<file path="src/rtl/mem_preload_dump.sv">
// Preload/dump engine beside the CPU: streams bytes into RAM, then replays RAM
// words and the register file as a handshaked word stream while holding the CPU.
module mem_preload_dump #(
    parameter int ADDR_W     = 8,
    parameter int WORD_BYTES = 4,
    parameter int NUM_REGS   = 16,
    parameter int REG_SEL_W  = 4
) (
    input  logic                    clk,
    input  logic                    clr,
    input  logic                    start_load,
    input  logic                    start_dump,
    input  logic [ADDR_W-1:0]       dump_end_addr,
    input  logic                    in_valid,
    input  logic [7:0]              in_data,
    input  logic                    in_last,
    output logic                    in_ready,
    output logic [ADDR_W-1:0]       mem_addr,
    output logic                    mem_we,
    output logic [7:0]              mem_wdata,
    input  logic [7:0]              mem_rdata,
    output logic [REG_SEL_W-1:0]    reg_sel,
    input  logic [31:0]             reg_data,
    output logic                    out_valid,
    output logic [WORD_BYTES*8-1:0] out_data,
    output logic [ADDR_W-1:0]       out_addr,
    output logic                    out_is_reg,
    input  logic                    out_ready,
    output logic                    word_done,
    output logic [WORD_BYTES*8-1:0] load_word,
    output logic                    busy,
    output logic                    cpu_hold,
    output logic                    done
);

    localparam int WORD_W = WORD_BYTES * 8;
    localparam int CNT_W  = (WORD_BYTES > 1) ? $clog2(WORD_BYTES) : 1;

    localparam logic [CNT_W-1:0]     LAST_LANE  = CNT_W'(WORD_BYTES - 1);
    localparam logic [ADDR_W-1:0]    ALIGN_MASK = ADDR_W'(WORD_BYTES - 1);
    localparam logic [ADDR_W-1:0]    WORD_STEP  = ADDR_W'(WORD_BYTES);
    localparam logic [REG_SEL_W-1:0] LAST_REG   = REG_SEL_W'(NUM_REGS - 1);

    typedef enum logic [2:0] {
        IDLE, LOAD, DUMP_RD, DUMP_WAIT, DUMP_OUT, REG_RD, REG_OUT, DONE
    } state_t;

    state_t                state;
    state_t                state_nxt;
    logic [ADDR_W-1:0]     ptr;
    logic [CNT_W-1:0]      lane;
    logic [WORD_W-1:0]     lbuf;
    logic [REG_SEL_W-1:0]  idx;
    logic                  accept;
    logic                  load_exit;
    logic [ADDR_W-1:0]     end_base;

    // Byte k of a word lands in the most-significant free byte (big-endian).
    function automatic logic [WORD_W-1:0] set_lane(input logic [WORD_W-1:0] w,
                                                   input logic [CNT_W-1:0]  k,
                                                   input logic [7:0]        b);
        logic [WORD_W-1:0] r;
        r = w;
        for (int i = 0; i < WORD_BYTES; i++) begin
            if (k == CNT_W'(i)) begin
                r[8*(WORD_BYTES-1-i) +: 8] = b;
            end
        end
        return r;
    endfunction

    assign accept    = (state == LOAD) && in_valid;
    assign load_exit = accept && (in_last || (ptr == '1));
    assign end_base  = dump_end_addr & ~ALIGN_MASK;

    always_ff @(posedge clk or posedge clr) begin
        if (clr) begin
            state <= IDLE;
        end else begin
            state <= state_nxt;
        end
    end

    always_comb begin
        state_nxt = state;
        case (state)
            IDLE: begin
                if (start_load) begin
                    state_nxt = LOAD;
                end else if (start_dump) begin
                    state_nxt = DUMP_RD;
                end
            end
            LOAD:      if (load_exit) state_nxt = DONE;
            DUMP_RD:   if (lane == LAST_LANE) state_nxt = DUMP_WAIT;
            DUMP_WAIT: state_nxt = DUMP_OUT;
            DUMP_OUT: begin
                if (out_ready) begin
                    state_nxt = (ptr == end_base) ? REG_RD : DUMP_RD;
                end
            end
            REG_RD:    state_nxt = REG_OUT;
            REG_OUT: begin
                if (out_ready) begin
                    state_nxt = (idx == LAST_REG) ? DONE : REG_RD;
                end
            end
            DONE:      state_nxt = IDLE;
            default:   state_nxt = IDLE;
        endcase
    end

    always_comb begin
        in_ready   = 1'b0;
        mem_addr   = '0;
        mem_we     = 1'b0;
        mem_wdata  = 8'h00;
        reg_sel    = '0;
        out_valid  = 1'b0;
        out_addr   = '0;
        out_is_reg = 1'b0;
        done       = 1'b0;
        case (state)
            LOAD: begin
                in_ready  = 1'b1;
                mem_addr  = ptr;
                mem_we    = in_valid;
                mem_wdata = in_valid ? in_data : 8'h00;
            end
            DUMP_RD:  mem_addr = ptr + ADDR_W'(lane);
            DUMP_OUT: begin
                out_valid = 1'b1;
                out_addr  = ptr;
            end
            REG_RD:   reg_sel = idx;
            REG_OUT: begin
                out_valid  = 1'b1;
                out_is_reg = 1'b1;
                out_addr   = ADDR_W'(idx);
            end
            DONE:     done = 1'b1;
            default: ;
        endcase
    end

    assign busy     = (state != IDLE);
    assign cpu_hold = busy;

    // ptr is the write pointer during load and the word base during dump;
    // lane counts bytes within the current word in both directions.
    always_ff @(posedge clk or posedge clr) begin
        if (clr) begin
            ptr       <= '0;
            lane      <= '0;
            lbuf      <= '0;
            idx       <= '0;
            out_data  <= '0;
            word_done <= 1'b0;
            load_word <= '0;
        end else begin
            word_done <= 1'b0;
            case (state)
                IDLE: begin
                    if (start_load || start_dump) begin
                        ptr  <= '0;
                        lane <= '0;
                        lbuf <= '0;
                    end
                end
                LOAD: begin
                    if (accept) begin
                        ptr <= ptr + 1'b1;
                        if ((lane == LAST_LANE) || load_exit) begin
                            word_done <= 1'b1;
                            load_word <= set_lane(lbuf, lane, in_data);
                            lbuf      <= '0;
                            lane      <= '0;
                        end else begin
                            lbuf <= set_lane(lbuf, lane, in_data);
                            lane <= lane + 1'b1;
                        end
                    end
                end
                DUMP_RD: begin
                    if (lane != '0) begin
                        out_data <= set_lane(out_data, lane - 1'b1, mem_rdata);
                    end
                    lane <= (lane == LAST_LANE) ? '0 : lane + 1'b1;
                end
                DUMP_WAIT: out_data <= set_lane(out_data, LAST_LANE, mem_rdata);
                DUMP_OUT: begin
                    if (out_ready) begin
                        if (ptr == end_base) begin
                            idx <= '0;
                        end else begin
                            ptr <= ptr + WORD_STEP;
                        end
                    end
                end
                REG_RD:  out_data <= WORD_W'(reg_data);
                REG_OUT: begin
                    if (out_ready && (idx != LAST_REG)) begin
                        idx <= idx + 1'b1;
                    end
                end
                default: ;
            endcase
        end
    end

endmodule

</file>
<file path="config.mk">
export PLATFORM = sky130hd
export DESIGN_NAME = mem_preload_dump
export DESIGN_NICKNAME = d
export VERILOG_FILES = /design/src/rtl/mem_preload_dump.sv
export SDC_FILE = /design/constraint.sdc
export NUM_CORES = 1
export LEC_CHECK = 0
export BUFFER_PORTS_ARGS = -buffer_cell sky130_fd_sc_hd__buf_2
export CORE_MARGIN = 4
export CORE_UTILIZATION = 40
export CTS_BUF_LIST = sky130_fd_sc_hd__clkbuf_4
export DETAILED_ROUTE_END_ITERATION = 6
export PLACE_DENSITY = 0.71
export SLEW_MARGIN = 10
export SYNTH_ARGS = -nofsm -noshare
export SYNTH_HDL_FRONTEND = slang
export SYNTH_SLANG_ARGS = --single-unit
</file>
<file path="constraint.sdc">
create_clock -name clk -period 3.6 [get_ports clk]
set_input_delay 0 -clock clk [delete_from_list [all_inputs] [get_ports clk]]
set_output_delay 0 -clock clk [all_outputs]
set_load 0.01 [all_outputs]
</file>
**Yosys cells after proc, flatten, opt, wreduce, memory -nomap -nowiden**

Index checks and enable logic that the tools add are counted.

- Add/subtract/negate cells: 6
- Equal/unequal tests: 32
- Multiplexer cells: 50
- Bitwise gates (word level): 1
- Reductions and logical operators: 28

Operators with widths:

| cell | number |
|---|---|
| 32-bit two-way mux | 4 |
| 8-bit two-way mux | 14 |
| 32-bit case mux with 3 select lines | 1 |
| 32-bit case mux with 2 select lines | 1 |
| 8-bit case mux with 2 select lines | 2 |
| 2-bit inequality test (second input constant) | 14 |
| 3-bit case mux with 8 select lines | 1 |
| 8-bit case mux with 3 select lines | 1 |
| 3-bit two-way mux | 7 |
| 4-bit two-way mux | 4 |
| 4-bit AND reduction | 4 |
| 3-bit == test (second input constant) | 4 |
| 3-bit AND reduction | 4 |
| 3-bit nonzero test | 4 |
| 2-bit two-way mux | 5 |
| 5-bit AND reduction | 2 |
| 8-bit by 1-bit adder with 8-bit output (second input constant) | 1 |
| 8-bit by 2-bit adder with 8-bit output | 1 |
| 8-bit by 3-bit adder with 8-bit output (second input constant) | 1 |
| 2-bit == test (second input constant) | 4 |
| 8-bit == test | 1 |
| 8-bit == test (second input constant) | 1 |
| 1-bit two-way mux | 8 |
| 4-bit case mux with 2 select lines | 1 |
| 17 further kinds | 27 |

- Flip-flop bits (word level): 114
- Input port bits: 63
- Output and inout port bits: 100
- Word-level logic and storage cells: 128

**Longest topological paths before layout**

Gate-level depths: netlist (run 1).

- Depth in word-level cells: 7
- Mapped depth: 9
- Mapped depth without buffers: 7

**Worst setup path after synthesis (run 1)**

Ideal clock, no wire load.

- Path kind: reg-to-reg
- From: register ptr[2]
- To: register load_word[0]
- Setup time: 134 ps
- Data arrival time: 1751 ps
- Data required time: 3466 ps
- Path slack: 1715 ps
- Cell stages (with the launch flop): 8
- Buffers on the path: 2
- Period minus slack after synthesis: 1885 ps
- Path through: dfrtp_1 -> ha_1 -> and3_1 -> a41o_1 -> o21ai_0 -> buf_2 -> clkbuf_1 -> o21ai_0

- Longest elaborated chain between the ends: 5

RTL lines:

| element | line | RTL |
|---|---|---|
| start, declared | 50 | `logic [ADDR_W-1:0] ptr;` |
| start signal, assigned | 172 | `ptr <= ptr + 1'b1;` |
| start signal, assigned | 196 | `ptr <= ptr + WORD_STEP;` |
| 8-bit == test | 73 | `assign load_exit = accept && (in_last \|\| (ptr == '1));` |
| 1-bit logical OR | 73 |  |
| 1-bit logical AND | 73 |  |
| 1-bit logical OR | 173 | `if ((lane == LAST_LANE) \|\| load_exit) begin` |
| 3-bit AND reduction (no line) | n/a |  |
| end signal, assigned | 175 | `load_word <= set_lane(lbuf, lane, in_data);` |
| end, declared | 30 | `output logic [WORD_BYTES*8-1:0] load_word,` |

No other way between the ends.
A chain may end at the register's enable or synchronous reset.

**Worst setup path after layout (run 1)**

- From: register state[1]
- To: register lbuf[2]

- Longest elaborated chain between the ends: 7
- Elaborated cells on any way between the ends: 12
- Those cells by class: 3 x eq/ne; 3 x mux; 6 x reduce/logical

RTL lines:

| element | line | RTL |
|---|---|---|
| start, declared | 48 | `state_t state;` |
| start signal, assigned | 80 | `state <= state_nxt;` |
| 3-bit by 1-bit == test with 1-bit output | 72, 162 |  |
| 1-bit logical AND | 72 | `assign accept = (state == LOAD) && in_valid;` |
| 1-bit logical AND | 73 |  |
| 1-bit logical OR | 173 |  |
| 32-bit two-way mux | 173 |  |
| 32-bit two-way mux | 171 | `if (accept) begin` |
| 32-bit case mux with 2 select lines | 162 | `case (state)` |
| end signal, assigned | 179 | `lbuf <= set_lane(lbuf, lane, in_data);` |
| end, declared | 52 | `logic [WORD_W-1:0] lbuf;` |

Several ways; a longest one is shown, not always the timed one. The select of a mux whose other input is x is not followed.

==> reports/summary.txt, run 1 <==
switching share of total power - 42.1%
CTS resizes - 0
CTS tree - done
worst slew pin tran - 1.00 ns
CP Launch Point - state[1]
Seq/Total Area, Yosys - 48.9%
average wire per standard cell - 17.5 um
GPL Wtd Cong - 0.891
core area - 14100 sq um
hpwl dp - 11400 um
Std-Cell Rows - 43
DIE AREA - 16600 sq um
final worst-path cycle share - 77.8%
combinational power share - 44.8%
most common cell after layout, fill and taps aside - buf_2
Post-route DRC - 0
Hold Path Class - in -> reg
total gr overflow - 0
Skew-Pair Late Insertion Delay - 0.53 ns
crit-path cells - or2_1 > inv_6 > o211ai_4 > or2_0 > nand2_1 > and2_1
GR Util All Layers - 21.4%
Syn Area/Cell - 10.0 sq um
max incr delay on CP - 0.98 ns
setup TNS - 0 ns
fillers - 1215
Post-Route WL - 17400 um
crit path launch type - register
initial cell density of the core - 41.4%
Worst Setup EP - lbuf[2]
IO Port Bufs - 160
Ys Warns - 0
WP data arrival - 3.21 ns
non-filler cells, final - 996
IO Pins - 163
1st-iter DRT viols - 422
Vias/cell - 5.43
Post-DRT Antenna Nets - 0
VDD IR-drop max - 0.338 mV
Synth area leader - dfrtp_1
Cell Area, Synth - 5840 sq um
slack of the critical path - 0.800 ns
die width - 129 um
setup violators final - 0
1st-pass router iterations - 5
pre-CTS WS - 0.856 ns
Crit Path Class - reg -> reg
Net Sw Power - 2.19 mW
Clock power frac - 16.5%
die height - 129 um
part of the power in registers - 38.7%
Final Hold Viols - 0
#FFs+latches synth - 114
fin util - 55.0%
layout cells sized above 1 - 25.5%
via count - 5405
max-cap violations - 0
clock sinks - 114
vias in the first global route - 5632
power per cell area - 670 nW/um^2
Final Slew Violations - 0
root buffer cell - clkbuf_4
clk slew on worst S/H paths - 0.10 ns
top_reg_cell synth - dfrtp_1
Synth area leaders - dfrtp_1, mux2i_1, o21ai_0
hold slack - 0.207 ns
skew final - 0.0250 ns
synthesized net count - 658
top-area cell type share of the netlist area - 48.9%
Max FO, Critical Path - 29
post-placement cell count - 884
post-synthesis compound-gate area fraction - 20.8%
Post-Synth Adder-Cell Area - 2.70%
Slowest-stage cell, CP - dfrtp_1
commonest cells after routing, fill and taps aside - buf_2, dfrtp_1, dlygate4sd3_1
postcts setup bufs - 0
Worst Path Required - 4.01 ns
Reg2Reg Capture Point - lbuf[2]
P_int - 3.01 mW
Reg2Reg Depth - 6
Final nets - 878
fraction of synthesized cell area in xor and xnor cells - 1.20%
reg2reg start - state[1]
proportion of synthesized area in mux cells - 7.93%
status - completed
simple-gate share of the synthesized area - 13.9%
Worst slew margin - 32.2%
R2R Setup Slk - 0.80 ns
Inserted Clock Buffers - 17
Worst setup EP type - register
asr flop ratio synth - 100%
Area Growth Syn to Fin - 32.8%
post-layout min period - 2.80 ns
Peak Freq - 357 MHz
H-Tree Level Count - 4
RSZ-0062 raised after global routing - false
Yosys cell types - 61
Post-synth EDFFs - 0
Syn Inst Count - 583
largest net degree at the start of global routing - 79
global-route wire length before repair - 28400 um
main combinational cell family by area after synthesis - compound AO/OA/AOI/OAI gates
Max clock buf depth - 2
P_leak - 3.73 nW
initial antenna violation count - 1
[sequential cells by signal, indices dropped and copies added, names as in the netlist]
| register | flops |
|---|---|
| load_word | 32 |
| word_done | 1 |
| lbuf | 32 |
| ptr | 8 |
| lane | 2 |
| out_data | 32 |
| state | 3 |
| idx | 4 |
[Yosys cell counts (4+ instances only)]
| cell | count |
|---|---|
| dfrtp_1 | 114 |
| o21ai_0 | 57 |
| nand2_1 | 56 |
| mux2i_1 | 44 |
| nor2_1 | 39 |
| a21oi_1 | 35 |
| a22o_1 | 24 |
| a22oi_1 | 24 |
| and2_1 | 24 |
| clkbuf_1 | 22 |
| inv_1 | 12 |
| buf_2 | 11 |
| ha_1 | 11 |
| nand3_1 | 8 |
| nor3_1 | 7 |
| buf_4 | 6 |
| and3_1 | 5 |
| nand4_1 | 5 |
| xor2_1 | 5 |
| a31oi_1 | 4 |
| nor3b_1 | 4 |
| o32a_1 | 4 |
[power by group through the flow]
stage                     clock (mW)  sequential (mW)  combinational [mW]
final                          0.856             2.01                2.33
after global routing           0.955             2.06                2.57
after CTS                      0.886             2.00                2.30
after detailed placement           0             2.02                2.10
after global placement             0             2.00                2.04
after floorplan                    0             2.01                1.39
[cells by family after synthesis]
group	Yosys count
xor gates and xnor gates	8
muxes	46
DFF	114
buffers and inverters	57
and+or+nand+nor	166
adders and majority gates	12
AOI/OAI and AO/OA	180
[worst min path at each step]
stage	startpoint	end	slack, ns	depth (start not counted)
global route	dump_end_addr[5]	ptr[2]	0.22	6
finish	dump_end_addr[5]	ptr[2]	0.21	6
CTS	dump_end_addr[5]	ptr[2]	0.14	6
global placement	clr	out_data[10]	0.26	2
detailed placement	clr	out_data[9]	0.28	2
floorplan	in_data[0]	lbuf[16]	0.13	1
[stage by stage]
step                      total power [mW]  area (sq um)
after global placement                4.03          6700
after detailed placement              4.13          6700
after CTS                             5.19          7750
after global routing                  5.59          7750
after floorplan                       3.40          5840
final                                 5.20          7750
[critical path, delay by kind of cell (launching register included)]
family / cells / cell delay (ns)
and+or+nand+nor: 4 / 1.49
buffers and inverters: 1 / 0.09
AOI/OAI and AO/OA: 1 / 0.13
DFF: 1 / 0.98
[metal layers]
metal  up-vias  routed length [um]  global-route usage, %
met5         -                   0                      0
met2       185                8570                   35.2
li1       2533                   -                      -
met4         0                 475                   8.65
met3        48                 980                   5.19
met1      2639                7360                   27.1
[layout make-up]
class                      count  area [sq um]  area share [%]
sequential                   114          2850            36.8
multi-input combinational    412          2730            35.2
timing repair buffer         245          1640            21.1
tap                          180           225            2.91
clock buffer                  21           158            2.03
clock inverter                10          88.8            1.15
inverter                      13          56.3           0.726
antenna                        1          2.50          0.0323
[what timing repair did]
action / in CTS / in global routing
hold buffers: 80 / 0
setup endpoints to repair: 0 / 0
hold endpoints to repair: 171 / 0
(Power assumes the default switching activity.)
==> run 2: changes to the inputs <==
Clock period 3.6 ns to 2.8 ns, I/O delays scaled along.
==> run 2 against run 1 <==
- clock-buffer cell count decreased by 4
- fmax increased by 14%
- sequential share of layout area fell by 0.56 points
- cell count grew 1.1%
- combinational power is 35% higher
- flip-flop and latch count unchanged
- first-iteration DRC count fell by 16%
- via count up 0.37%
- non-clock buffer count rose by 8
- highest routed layer unchanged
==> reports/summary.txt, run 2 (same netlist as run 1, synthesis figures left out) <==
Vias/cell - 5.39 (-0.73%)
status - completed
hold slack - 0.0441 ns (-0.163 ns)
Final nets - 886 (+0.91%)
H-Tree Level Count - 4 (unchanged)
root buffer cell - clkbuf_4
CTS resizes - 0 (unchanged)
Hold Path Class - in -> reg
IO Pins - 163 (unchanged)
die height - 129 um (unchanged)
Max FO, Critical Path - 6 (-79%)
slack of the critical path - 0.351 ns (-0.449 ns)
die width - 129 um (unchanged)
VDD IR-drop max - 0.426 mV (+26%)
core area - 14100 sq um (unchanged)
via count - 5425 (+0.37%)
GPL Wtd Cong - 0.870 (-2.4%)
IO Port Bufs - 160 (unchanged)
Worst setup EP type - register
P_leak - 3.78 nW (+1.6%)
1st-iter DRT viols - 354 (-16%)
post-layout min period - 2.45 ns (-0.351 ns)
largest net degree at the start of global routing - 115 (+46%)
RSZ-0062 raised after global routing - false
Max clock buf depth - 2 (unchanged)
WP data arrival - 2.88 ns (-0.33 ns)
clock sinks - 114 (unchanged)
post-placement cell count - 895 (+1.2%)
global-route wire length before repair - 28500 um (+0.20%)
Peak Freq - 408 MHz (+14%)
layout cells sized above 1 - 26.5% (+0.93 points)
Worst Path Required - 3.23 ns (-0.78 ns)
max-cap violations - 0 (unchanged)
Top delay family on crit path - buffers and inverters
crit path launch type - register
setup TNS - 0 ns (unchanged)
commonest cells after routing, fill and taps aside - buf_2, dfrtp_1, dlygate4sd3_1
initial cell density of the core - 41.4% (unchanged)
Post-Route WL - 17400 um (+0.37%)
Final Slew Violations - 0 (unchanged)
vias in the first global route - 5679 (+0.83%)
average wire per standard cell - 17.3 um (-0.73%)
largest registers - lbuf: 32 flops, load_word: 32 flops, out_data: 32 flops
initial antenna violation count - 3 (+2)
Post-DRT Antenna Nets - 0 (unchanged)
crit-path cells - inv_1 > ha_1 > nand4_1 > or4_1 > a21oi_1 > o22a_1 > dlygate4sd3_1
skew final - 0.0248 ns (-0.000263 ns)
Std-Cell Rows - 43 (unchanged)
CP bufs+invs - 2 (+1)
hpwl dp - 11400 um (about the same)
Crit Path Class - reg -> reg
Final Hold Viols - 0 (unchanged)
Inserted Clock Buffers - 17 (unchanged)
Skew-Pair Late Insertion Delay - 0.50 ns (-0.03 ns)
Worst slew margin - 59.2% (+27 points)
Slowest-stage cell, CP - dlygate4sd3_1
non-filler cells, final - 1007 (+1.1%)
final worst-path cycle share - 87.5% (+9.7 points)
max incr delay on CP - 0.53 ns (-0.45 ns)
worst slew pin tran - 0.612 ns (-0.392 ns)
GR Util All Layers - 21.3% (-0.069 points)
Post-route DRC - 0 (unchanged)
clk slew on worst S/H paths - 0.11 ns (about the same)
power per cell area - 874 nW/um^2 (+30%)
total gr overflow - 0 (unchanged)
Area Growth Syn to Fin - 34.8%
DIE AREA - 16600 sq um (unchanged)
CTS tree - done
most common cell after layout, fill and taps aside - buf_2
1st-pass router iterations - 5 (unchanged)
pre-CTS WS - 0.534 ns (-0.322 ns)
setup violators final - 0 (unchanged)
[run 2: cell types whose count changed in the layout (fill, tap and decap cells not counted), sizes merged, moves of 2 or more]
cell / delta
diode: +2
dlygate4sd3: -3
clkbuf: -4
buf: +11
inv: +4
[run 2: per-stage QoR]
stage / cell area [sq um] / total power [mW] / utilization (%)
floorplan: 5840 / 4.38 / -
global placement: 6810 / 5.29 / 48.3
detailed placement: 6810 / 5.39 / 48.3
CTS: 7860 / 6.87 / 55.8
global route: 7870 / 7.38 / 55.8
finish: 7870 / 6.88 / 55.8
[run 2: power by group]
group | total [mW] | switching (mW) | internal, mW | leakage [nW]
Combinational | 3.15 | 1.81 | 1.34 | 2.16
Sequential | 2.50 | 0.376 | 2.12 | 1.48
Clock | 1.23 | 0.695 | 0.539 | 0.145
Total | 6.88 | 2.88 | 4.00 | 3.78
[run 2: worst paths after layout]
check / startpoint / endpoint / slack (ns) / cells past startpoint
setup / recovery: ptr[1] / state[0] / 0.35 / 7
hold / removal: in_valid / state[1] / 0.04 / 4
setup reg to reg: ptr[1] / state[0] / 0.35 / 7
hold reg to reg: load_word[8] / load_word[8] / 0.49 / 2
max in group asynchronous: clr / ptr[4] / 2.13 / 4
min in group asynchronous: clr / out_data[11] / 0.22 / 4
[run 2: layer usage]
layer,GRT usage (%),share of wire (%),up-vias
met5,0,0,-
met4,9.70,3.2,0
met3,5.60,7.0,42
met2,34.3,49,205
met1,26.9,41,2620
li1,-,-,2558
[run 2: layout make-up]
cell class / instances / area (sq um)
Fill cell: 1227 / 6230
Antenna cell: 3 / 7.51
Clock buffer: 17 / 128
Timing Repair Buffer: 253 / 1720
Multi-Input combinational cell: 412 / 2730
Sequential cell: 114 / 2850
Tap cell: 180 / 225
Inverter: 13 / 57.6
Clock inverter: 15 / 156
[run 2: repair_timing]
item / in CTS / in global routing
setup buffers: 0 / 0
hold buffers: 77 / 0
hold endpoints to repair: 207 / 0
[run 2: worst register-to-register path, cell delays in order, from the launching register on]
cell and delay (ns):
dfrtp_1 0.48, inv_1 0.17, ha_1 0.21, nand4_1 0.16, or4_1 0.50, a21oi_1 0.20
o22a_1 0.15, dlygate4sd3_1 0.53
==> run 3: changes to the inputs <==
==> constraint.sdc (replaced) <==
create_clock -name clk -period 2.8 [get_ports clk]
set_input_delay 0 -clock clk [delete_from_list [all_inputs] [get_ports clk]]
set_output_delay 0 -clock clk [all_outputs]
set_load 0.005 [all_outputs]
==> run 3 against run 2 <==
- die area unchanged
- total power decreased by 3.9%
- clock skew decreased by 0.0096 ns
- first-iteration DRC count decreased by 4.8%
- sequential share of layout area up 0.081 points
- routed wire length grew 1.7%
- highest routed layer unchanged
==> reports/summary.txt, run 3 (same netlist as run 1, synthesis figures left out) <==
largest registers - lbuf: 32 flops, load_word: 32 flops, out_data: 32 flops
1st-pass router iterations - 5 (unchanged)
hold slack - 0.179 ns (+0.135 ns)
Net Sw Power - 2.65 mW (-7.8%)
combinational power share - 44.8% (-1.0 points)
max-cap violations - 0 (unchanged)
final worst-path cycle share - 84.1% (-3.4 points)
global-route wire length before repair - 28600 um (+0.22%)
H-Tree Level Count - 4 (unchanged)
IO Port Bufs - 160 (unchanged)
skew final - 0.0151 ns (-0.00963 ns)
clk slew on worst S/H paths - 0.10 ns (about the same)
Reg area - 2850 sq um (unchanged)
non-filler cells, final - 1007 (unchanged)
Inserted Clock Buffers - 17 (unchanged)
setup violators final - 0 (unchanged)
total gr overflow - 0 (unchanged)
Worst Path Required - 3.26 ns (+0.03 ns)
Area Growth Syn to Fin - 34.5%
Std-Cell Rows - 43 (unchanged)
initial antenna violation count - 2 (-1)
Post-DRT Antenna Nets - 0 (unchanged)
postcts setup bufs - 0 (unchanged)
R2R Setup Slk - 0.45 ns (+0.09 ns)
IO Pins - 163 (unchanged)
Max FO, Critical Path - 16 (+10)
DIE AREA - 16600 sq um (unchanged)
Worst slew margin - 58.3% (-0.96 points)
layout cells sized above 1 - 25.8% (-0.64 points)
die height - 129 um (unchanged)
Reg2Reg Capture Point - out_data[31]
Skew-Pair Late Insertion Delay - 0.53 ns (+0.03 ns)
switching share of total power - 40.1% (-1.7 points)
Hold Path Class - in -> async
fillers - 1209 (-1.5%)
Vias/cell - 5.41 (+0.35%)
most common cell after layout, fill and taps aside - buf_2
Peak Freq - 425 MHz (+4.0%)
via count - 5444 (+0.35%)
Reg2Reg Depth - 5 (-2)
area occupied by multi-input gates - 2730 sq um (unchanged)
VDD IR-drop max - 0.527 mV (+24%)
Post-Route WL - 17700 um (+1.7%)
Max clock buf depth - 2 (unchanged)
Clock power frac - 17.3% (-0.6 points)
vias in the first global route - 5630 (-0.86%)
P_int - 3.96 mW (-1.1%)
setup TNS - 0 ns (unchanged)
die width - 129 um (unchanged)
worst slew pin tran - 0.626 ns (+0.0145 ns)
power per cell area - 842 nW/um^2 (-3.7%)
Worst setup EP type - register
commonest cells after routing, fill and taps aside - buf_2, dfrtp_1, dlygate4sd3_1
largest net degree at the start of global routing - 115 (unchanged)
Crit Path Class - reg -> reg
part of the power in registers - 37.9% (+1.6 points)
post-layout min period - 2.35 ns (-0.0944 ns)
post-placement cell count - 894 (-0.11%)
GPL Wtd Cong - 0.874 (+0.53%)
Final nets - 887 (+0.11%)
GR Util All Layers - 21.7% (+0.43 points)
P_leak - 3.78 nW (about the same)
1st-iter DRT viols - 337 (-4.8%)
Post-route DRC - 0 (unchanged)
root buffer cell - clkbuf_4
WP data arrival - 2.81 ns (-0.07 ns)
RSZ-0062 raised after global routing - false
average wire per standard cell - 17.6 um (+1.7%)
initial cell density of the core - 41.4% (unchanged)
CTS tree - done
hpwl dp - 11400 um (about the same)
Total Power - 6.61 mW (-3.9%)
Final Hold Viols - 0 (unchanged)
Final Slew Violations - 0 (unchanged)
fin util - 55.7% (-0.12 points)
core area - 14100 sq um (unchanged)
reg2reg start - state[0]
crit path launch type - register
status - completed
clock sinks - 114 (unchanged)
==> run 3: worst max path at each step <==
stage / slack (ns) / start / cells past startpoint / endpoint
finish: 0.45 / state[0] / 5 / out_data[31]
global route: 0.21 / lane[0] / 7 / mem_addr[6]
CTS: 0.41 / lane[0] / 7 / mem_addr[4]
detailed placement: 0.49 / ptr[2] / 7 / lbuf[1]
global placement: 0.53 / ptr[2] / 7 / lbuf[7]
floorplan: 0.91 / ptr[2] / 7 / load_word[0]
==> run 3: layout make-up <==
class,count,area share (%)
antenna,2,0.0637
multi-input combinational,412,34.7
clock inverter,14,1.55
clock buffer,18,1.72
inverter,13,0.733
sequential,114,36.3
tap,180,2.87
timing repair buffer,254,22.0
==> run 3: power groups by stage <==
stage               Sequential, mW  Clock, mW  Combinational (mW)
finish                        2.50       1.14                2.96
global route                  2.57       1.25                3.27
CTS                           2.50       1.18                2.92
detailed placement            2.53          0                2.68
global placement              2.50          0                2.60
floorplan                     2.45          0                1.76
==> run 3: routing by layer <==
| metal | GRT usage, % | routed length, um | part of all wire, % |
|---|---|---|---|
| met3 | 5.69 | 1050 | 5.9 |
| met1 | 27.2 | 7540 | 42 |
| met2 | 34.8 | 8590 | 48 |
| met4 | 10.9 | 565 | 3.2 |
| met5 | 0 | 0 | 0 |
==> run 3: repair_timing <==
item                                   4_1_cts  5_1_grt
setup endpoints to repair                    0        0
hold buffers                                79        0
endpoints found under the hold margin      212        0
resized for setup                            0        0
==> run 3: worst max-delay path, stage by stage, from the launching register on <==
cell	delay [ns]
dfrtp_1	0.54
or3b_1	0.62
o21bai_1	0.31
o21a_1	0.54
nor2_1	0.13
a21oi_1	0.15
==> run 3: metrics by stage <==
stage	cell area (sq um)	setup slack [ns]
after floorplan	5840	0.915
after global placement	6800	0.528
final	7850	0.445
after CTS	7850	0.405
after detailed placement	6800	0.490
after global routing	7850	0.213
